### config.mk
export PLATFORM = sky130hd
export DESIGN_NAME = fetch_stage
export DESIGN_NICKNAME = d
export VERILOG_FILES = /design/src/rtl/riscv_pkg.sv /design/src/rtl/fetch_stage_branch_target_adder.sv /design/src/rtl/fetch_stage.sv
export SDC_FILE = /design/constraint.sdc
export NUM_CORES = 1
export LEC_CHECK = 0
export CORE_ASPECT_RATIO = 1.1
export CORE_MARGIN = 1.5
export CORE_UTILIZATION = 45
export CTS_BUF_LIST = sky130_fd_sc_hd__clkbuf_16
export CTS_CLUSTER_DIAMETER = 100
export DETAILED_ROUTE_END_ITERATION = 10
export DONT_BUFFER_PORTS = 1
export SLEW_MARGIN = 20
export SYNTH_ARGS = -nofsm -noshare
export SYNTH_HDL_FRONTEND = slang
export SYNTH_SLANG_ARGS = --single-unit
### constraint.sdc
create_clock -name clk -period 2.35 [get_ports clk]
set_input_delay 0.3525 -clock clk [delete_from_list [all_inputs] [get_ports clk]]
set_output_delay 0.3525 -clock clk [all_outputs]
set_load 0.03 [all_outputs]
### src/rtl/riscv_pkg.sv
// Shared constants and the fetch-stage state encoding for the front end.
package riscv_pkg;

  localparam int          XLEN_DEFAULT     = 32;
  localparam logic [31:0] RESET_PC_DEFAULT = 32'h0000_0000;
  localparam logic [31:0] NOP_INST         = 32'h0000_0013;

  typedef enum logic [1:0] {
    FS_ISSUE   = 2'd0,
    FS_WAIT    = 2'd1,
    FS_FULL    = 2'd2,
    FS_DISCARD = 2'd3
  } fetch_state_e;

endpackage

### src/rtl/fetch_stage_branch_target_adder.sv
// Branch redirect target: pc plus the half-word-scaled immediate, wrapping mod 2^XLEN.
module branch_target_adder #(
  parameter int XLEN = 32
) (
  input  logic [XLEN-1:0] pc_i,
  input  logic [XLEN-1:0] imm_i,
  output logic [XLEN-1:0] target_o
);

  logic [XLEN-1:0] imm_shl_s;

  // Shift out the immediate MSB and add; carry out of XLEN is discarded.
  always_comb begin
    imm_shl_s = imm_i << 1'b1;
    target_o  = pc_i + imm_shl_s;
  end

endmodule

### src/rtl/fetch_stage.sv
// Instruction fetch: PC register, single-outstanding imem request FSM, IF/ID register with a 1-entry skid.
module fetch_stage
  import riscv_pkg::*;
#(
  parameter int              XLEN     = XLEN_DEFAULT,
  parameter logic [XLEN-1:0] RESET_PC = XLEN'(RESET_PC_DEFAULT)
) (
  input  logic            clk,
  input  logic            rst_n,
  output logic            imem_req,
  output logic [XLEN-1:0] imem_addr,
  input  logic            imem_gnt,
  input  logic            imem_rvalid,
  input  logic [31:0]     imem_rdata,
  output logic            if_valid,
  output logic [31:0]     if_inst,
  output logic [XLEN-1:0] if_pc,
  input  logic            id_ready,
  input  logic            branch_taken,
  input  logic [XLEN-1:0] branch_imm
);

  localparam logic [XLEN-1:0] PC_STEP = XLEN'(32'd4);

  fetch_state_e    state_q, state_d;
  logic            req_q, req_d;
  logic [XLEN-1:0] pc_q, pc_d;
  logic [XLEN-1:0] fetch_pc_q, fetch_pc_d;
  logic            if_valid_q, if_valid_d;
  logic [31:0]     if_inst_q, if_inst_d;
  logic [XLEN-1:0] if_pc_q, if_pc_d;
  logic [31:0]     skid_inst_q, skid_inst_d;
  logic [XLEN-1:0] skid_pc_q, skid_pc_d;
  logic [XLEN-1:0] target_s;

  logic gnt_s, redirect_s, consume_s, rsp_direct_s, rsp_skid_s, skid_drain_s, outstanding_s;

  assign gnt_s        = req_q & imem_gnt;
  assign redirect_s   = branch_taken & if_valid_q;
  assign consume_s    = if_valid_q & id_ready;
  assign rsp_direct_s = (state_q == FS_WAIT) & imem_rvalid & (~if_valid_q | consume_s);
  assign rsp_skid_s   = (state_q == FS_WAIT) & imem_rvalid & if_valid_q & ~consume_s;
  assign skid_drain_s = (state_q == FS_FULL) & consume_s;
  // A response still owed by memory after this edge must be swallowed on redirect.
  assign outstanding_s = ((state_q == FS_WAIT) & ~imem_rvalid) |
                         ((state_q == FS_DISCARD) & ~imem_rvalid) |
                         ((state_q == FS_ISSUE) & gnt_s);

  branch_target_adder #(.XLEN(XLEN)) u_target (
    .pc_i     (if_pc_q),
    .imm_i    (branch_imm),
    .target_o (target_s)
  );

  // State, PC and IF/ID registers.
  always_ff @(posedge clk or negedge rst_n) begin
    if (!rst_n) begin
      state_q     <= FS_ISSUE;
      req_q       <= 1'b0;
      pc_q        <= RESET_PC;
      fetch_pc_q  <= RESET_PC;
      if_valid_q  <= 1'b0;
      if_inst_q   <= NOP_INST;
      if_pc_q     <= RESET_PC;
      skid_inst_q <= NOP_INST;
      skid_pc_q   <= RESET_PC;
    end else begin
      state_q     <= state_d;
      req_q       <= req_d;
      pc_q        <= pc_d;
      fetch_pc_q  <= fetch_pc_d;
      if_valid_q  <= if_valid_d;
      if_inst_q   <= if_inst_d;
      if_pc_q     <= if_pc_d;
      skid_inst_q <= skid_inst_d;
      skid_pc_q   <= skid_pc_d;
    end
  end

  // Next-state logic; redirect overrides the normal flow.
  always_comb begin
    state_d = state_q;
    if (redirect_s) begin
      state_d = outstanding_s ? FS_DISCARD : FS_ISSUE;
    end else begin
      case (state_q)
        FS_ISSUE:   state_d = gnt_s ? FS_WAIT : FS_ISSUE;
        FS_WAIT:    state_d = imem_rvalid ? (rsp_skid_s ? FS_FULL : FS_ISSUE) : FS_WAIT;
        FS_FULL:    state_d = consume_s ? FS_ISSUE : FS_FULL;
        FS_DISCARD: state_d = imem_rvalid ? FS_ISSUE : FS_DISCARD;
        default:    state_d = FS_ISSUE;
      endcase
    end
  end

  // Request, PC and IF/ID/skid next values.
  always_comb begin
    // Redirect drops req for one cycle so imem_addr never moves under a live request.
    req_d       = (state_d == FS_ISSUE) & ~redirect_s;
    pc_d        = pc_q;
    fetch_pc_d  = fetch_pc_q;
    if_valid_d  = if_valid_q;
    if_inst_d   = if_inst_q;
    if_pc_d     = if_pc_q;
    skid_inst_d = skid_inst_q;
    skid_pc_d   = skid_pc_q;
    if (gnt_s) begin
      fetch_pc_d = pc_q;
    end else begin
      fetch_pc_d = fetch_pc_q;
    end
    if (redirect_s) begin
      pc_d       = target_s;
      if_valid_d = 1'b0;
    end else begin
      if (gnt_s) begin
        pc_d = pc_q + PC_STEP;
      end else begin
        pc_d = pc_q;
      end
      if (rsp_direct_s) begin
        if_valid_d = 1'b1;
        if_inst_d  = imem_rdata;
        if_pc_d    = fetch_pc_q;
      end else if (rsp_skid_s) begin
        skid_inst_d = imem_rdata;
        skid_pc_d   = fetch_pc_q;
      end else if (skid_drain_s) begin
        if_valid_d = 1'b1;
        if_inst_d  = skid_inst_q;
        if_pc_d    = skid_pc_q;
      end else if (consume_s) begin
        if_valid_d = 1'b0;
      end else begin
        if_valid_d = if_valid_q;
      end
    end
  end

  assign imem_req  = req_q;
  assign imem_addr = pc_q;
  assign if_valid  = if_valid_q;
  assign if_inst   = if_inst_q;
  assign if_pc     = if_pc_q;

endmodule

==> report_table.html <==
<table>
<tr><th>Metric</th><th>Value</th></tr>
<tr><th colspan="2">STA</th></tr>
<tr><td>Total of endpoints with negative setup slack in the final report</td><td>15</td></tr>
<tr><td>Final hold viol count</td><td>190</td></tr>
<tr><td>Largest clock skew in the final design</td><td>0.0143 ns</td></tr>
<tr><td>Final Critical Period</td><td>2.60 ns</td></tr>
<tr><td>Final hold slack</td><td>-0.400 ns</td></tr>
<tr><td>Unrepaired setup endpoints after global routing</td><td>yes</td></tr>
<tr><td>Max-slew violations</td><td>0</td></tr>
<tr><td>Worst slew slack as a fraction of its limit</td><td>46.0%</td></tr>
<tr><td>Transition time at the pin with the least slew margin</td><td>0.811 ns</td></tr>
<tr><td>Final period utilization</td><td>111%</td></tr>
<tr><td>Final critical-path setup slack</td><td>-0.250 ns</td></tr>
<tr><td>Max Freq</td><td>385 MHz</td></tr>
<tr><th colspan="2">Drt</th></tr>
<tr><td>First-iteration detailed-routing DRC count</td><td>371</td></tr>
<tr><td>Post-DRT Antenna Nets</td><td>0</td></tr>
<tr><td>Routed WL per cell</td><td>17.9 um</td></tr>
<tr><td>Vias per std cell</td><td>5.36</td></tr>
<tr><td>DRC violation count after routing</td><td>0</td></tr>
<tr><td>DR vias</td><td>7002</td></tr>
<tr><td>Iteration count of the initial detailed-routing pass</td><td>4</td></tr>
<tr><td>Total Wirelength</td><td>23400 um</td></tr>
<tr><th colspan="2">Global routing</th></tr>
<tr><td>Number of antenna violations at the first check in global routing</td><td>0</td></tr>
<tr><td>Wire length of the first global-routing pass</td><td>37800 um</td></tr>
<tr><td>Gr usage total</td><td>21.6%</td></tr>
<tr><td>Overflow left after global routing</td><td>0</td></tr>
<tr><td>Via count of the first global-routing pass</td><td>7151</td></tr>
<tr><td>Largest net degree at the start of global routing</td><td>197</td></tr>
<tr><th colspan="2">Worst setup path</th></tr>
<tr><td>Arrival @ worst endpoint</td><td>2.91 ns</td></tr>
<tr><td>Crit-path max FO</td><td>5</td></tr>
<tr><td>CP Cell Sequence</td><td>ha_4 -&gt; inv_2 -&gt; fa_2 -&gt; and2b_1 -&gt; o2111ai_2 -&gt; a21o_1 -&gt; o211ai_4 -&gt; buf_4 -&gt; buf_6 -&gt; nand2_2 -&gt; a21oi_2 -&gt; or3_1 -&gt; nand2_1 -&gt; o21ai_1</td></tr>
<tr><td>Required time at the endpoint of the critical path</td><td>2.66 ns</td></tr>
<tr><td>WP buf/inv</td><td>3</td></tr>
<tr><td>Largest stage delay on the critical path</td><td>0.43 ns</td></tr>
<tr><td>Category of the worst setup path capture point</td><td>flop</td></tr>
<tr><td>Highest-delay cell along the critical path</td><td>sky130_fd_sc_hd__dfrtp_2</td></tr>
<tr><td>Delay-heaviest family, CP</td><td>simple AND/OR/NAND/NOR gates</td></tr>
<tr><td>Launching element type of the critical path</td><td>flop</td></tr>
<tr><td>Worst setup path category</td><td>flop to flop</td></tr>
<tr><th colspan="2">Yosys</th></tr>
<tr><td>Main synth FF type</td><td>sky130_fd_sc_hd__dfrtp_1</td></tr>
<tr><td>Area share of the leading cell type in the synthesized netlist</td><td>48.4%</td></tr>
<tr><td>Ys async rst share</td><td>100%</td></tr>
<tr><td>Mapped Nets</td><td>1005</td></tr>
<tr><td>Top cell types by occurrence after synthesis</td><td>sky130_fd_sc_hd__dfrtp_1 (190), sky130_fd_sc_hd__a21oi_1 (96), sky130_fd_sc_hd__mux2_2 (95), sky130_fd_sc_hd__nor2_1 (94), sky130_fd_sc_hd__nand2_1 (67)</td></tr>
<tr><td>Most used standard cell by instance count after synthesis</td><td>sky130_fd_sc_hd__dfrtp_1</td></tr>
<tr><td>Seq/Total Area, Yosys</td><td>50.0%</td></tr>
<tr><td>Library cell with the largest summed area after synthesis</td><td>sky130_fd_sc_hd__dfrtp_1</td></tr>
<tr><td>Mapped Avg Cell Area</td><td>10.9 um^2</td></tr>
<tr><td>Unique masters post-synth</td><td>59</td></tr>
<tr><td>#FFs+latches synth</td><td>196</td></tr>
<tr><td>Yosys Warn Count</td><td>0</td></tr>
<tr><td>Number of flops mapped to enable cells by yosys</td><td>0</td></tr>
<tr><td>Leading cell types by total area after synthesis</td><td>sky130_fd_sc_hd__dfrtp_1 (48%), sky130_fd_sc_hd__mux2_2 (11%), sky130_fd_sc_hd__mux2i_1 (6.6%)</td></tr>
<tr><td>Syn Std Cell Area</td><td>9820 um^2</td></tr>
<tr><td>Synthesized instance count</td><td>903</td></tr>
<tr><th colspan="2">Place</th></tr>
<tr><td>Worst slack at placement</td><td>-0.326 ns</td></tr>
<tr><td>HPWL reported at the end of detailed placement</td><td>16400 um</td></tr>
<tr><td>Count of input and output buffers</td><td>0</td></tr>
<tr><td>Routability congestion estimate from global placement</td><td>0.817</td></tr>
<tr><td>Cell area after placement</td><td>11100 um^2</td></tr>
<tr><th colspan="2">Final layout</th></tr>
<tr><td>Fraction of layout instances using a drive strength above 1</td><td>30.4%</td></tr>
<tr><td>Ant. Diodes</td><td>0</td></tr>
<tr><td>Filler cell count</td><td>1844</td></tr>
<tr><td>Net count reported at finish</td><td>1105</td></tr>
<tr><td>Area growth from synthesis to layout</td><td>21.7%</td></tr>
<tr><td>Area of all placed cells without fillers</td><td>12000 um^2</td></tr>
<tr><th colspan="2">Floorplanning</th></tr>
<tr><td>Num ports</td><td>168</td></tr>
<tr><td>Die width</td><td>144 um</td></tr>
<tr><td>Starting density of the core</td><td>46.0%</td></tr>
<tr><td>Die ar.</td><td>22700 um^2</td></tr>
<tr><td>Placeable Area</td><td>21400 um^2</td></tr>
<tr><td>Number of standard-cell rows in the floorplan</td><td>56</td></tr>
<tr><td>Die height</td><td>158 um</td></tr>
<tr><th colspan="2">Clocking</th></tr>
<tr><td>CTS H-tree lvls</td><td>4</td></tr>
<tr><td>Clk pin slew, worst setup/hold paths</td><td>0.08 ns</td></tr>
<tr><td>Skew-Pair Late Insertion Delay</td><td>0.45 ns</td></tr>
<tr><td>Number of clock sinks</td><td>196</td></tr>
<tr><td>Buffer levels on the longest clock path</td><td>2</td></tr>
<tr><td>Clock tree from TritonCTS</td><td>done</td></tr>
<tr><td>Clock buffers created by TritonCTS</td><td>17</td></tr>
<tr><td>Clock tree root buffer cell</td><td>sky130_fd_sc_hd__clkbuf_16</td></tr>
<tr><th colspan="2">Pwr</th></tr>
<tr><td>Static leakage</td><td>5.43 nW</td></tr>
<tr><td>Max IR drop VDD</td><td>0.778 mV</td></tr>
<tr><td>Cell Pwr Density</td><td>1550 nW/um^2</td></tr>
<tr><th colspan="2">Run status</th></tr>
<tr><td>Failing checks</td><td>hold timing, setup timing</td></tr>
<tr><td>Outcome</td><td>finished with violations</td></tr>
<tr><th colspan="2">Hold path</th></tr>
<tr><td>Worst hold path type</td><td>input port to asynchronous set/reset pin</td></tr>
<tr><th colspan="2">Flow run</th></tr>
<tr><td>Max-cap check violation count</td><td>0</td></tr>
</table>
registers in the layout (all words and copies together) (netlist names):
signal,count
imem_req,1
if_valid,1
if_pc,32
state_q,2
imem_addr,32
if_inst,32
skid_inst_q,32
fetch_pc_q,32
skid_pc_q,32
layout by cell type, fill, tap and decap left out, types with 14 or more instances in the layout:
cell / synthesis / routed
sky130_fd_sc_hd__a21oi_1: 96 / 89
sky130_fd_sc_hd__ha_1: 31 / 20
sky130_fd_sc_hd__mux2i_1: 65 / 65
sky130_fd_sc_hd__and3_1: 17 / 17
sky130_fd_sc_hd__xnor2_1: 29 / 29
sky130_fd_sc_hd__mux2_2: 95 / 95
sky130_fd_sc_hd__xor2_1: 26 / 26
sky130_fd_sc_hd__nor2_1: 94 / 91
sky130_fd_sc_hd__nand3_1: 14 / 14
sky130_fd_sc_hd__nand2_1: 67 / 63
sky130_fd_sc_hd__clkbuf_16: 0 / 17
sky130_fd_sc_hd__o21ai_0: 39 / 29
sky130_fd_sc_hd__buf_4: 0 / 109
sky130_fd_sc_hd__dfrtp_1: 190 / 185
what timing repair did:
action,4_1_cts,5_1_grt
hold endpoints to repair,196,196
resized for setup,17,17
pin swaps,14,20
buffers inserted,6,7
endpoints found under the setup margin,15,17
layout make-up:
cell class	instances	area, um^2	area share (%)
Clock inverter	15	206	1.73
Clock buffer	17	425	3.56
Inverter	8	30.0	0.251
Multi-Input combinational cell	659	5000	41.8
Timing Repair Buffer	121	1010	8.49
Sequential cell	196	4920	41.1
Tap cell	290	363	3.03
layer usage:
metal	vias up	track usage [%]	part of all wire (%)	routed length (um)
li1	3397	-	-	-
met1	3431	26.9	42	9950
met2	164	35.7	50	11600
met3	10	7.23	7.3	1720
met4	0	5.88	0.55	129
met5	-	0	0	0
metrics by stage:
stage	utilization [%]	std cells	TNS (ns)	total power, W
floorplan	-	903	-1.03	0.0124
CTS	55.5	1301	-1.74	0.0185
global route	55.9	1306	-3.91	0.0198
detailed placement	52.1	1263	-2.12	0.0151
finish	55.9	1306	-1.99	0.0185
global placement	52.1	1263	-1.56	0.0149
final timing paths:
check,cells after the start,to,from,slack (ns)
max,14,imem_addr[21]$_DFFE_PN0P_,if_pc[1]$_DFFE_PN0P_,-0.25
min,0,skid_pc_q[10]$_DFFE_PN0P_,rst_n,-0.40
max reg2reg,14,imem_addr[21]$_DFFE_PN0P_,if_pc[1]$_DFFE_PN0P_,-0.25
min reg2reg,1,skid_pc_q[17]$_DFFE_PN0P_,skid_pc_q[17]$_DFFE_PN0P_,0.51
max in group asynchronous,0,if_pc[7]$_DFFE_PN0P_,rst_n,2.02
min in group clk,1,skid_inst_q[21]$_DFFE_PN0P_,imem_rdata[21],0.05
cell families (layout without fill, tap and decap cells):
group | count (synthesis) | in the layout | share of synthesized area (%)
AOI/OAI and AO/OA | 180 | 180 | 10.8
muxes | 160 | 160 | 17.5
and+or+nand+nor | 232 | 232 | 10.6
DFF | 196 | 196 | 50.0
adders and majority gates | 32 | 32 | 4.15
buffers and inverters | 48 | 161 | 2.00
xor gates and xnor gates | 55 | 55 | 4.90
power by group:
group	switching (W)	internal (W)
clock	0.00160	0.00150
sequential	0.00188	0.00494
combinational	0.00461	0.00397
(Power assumes the default switching activity.)
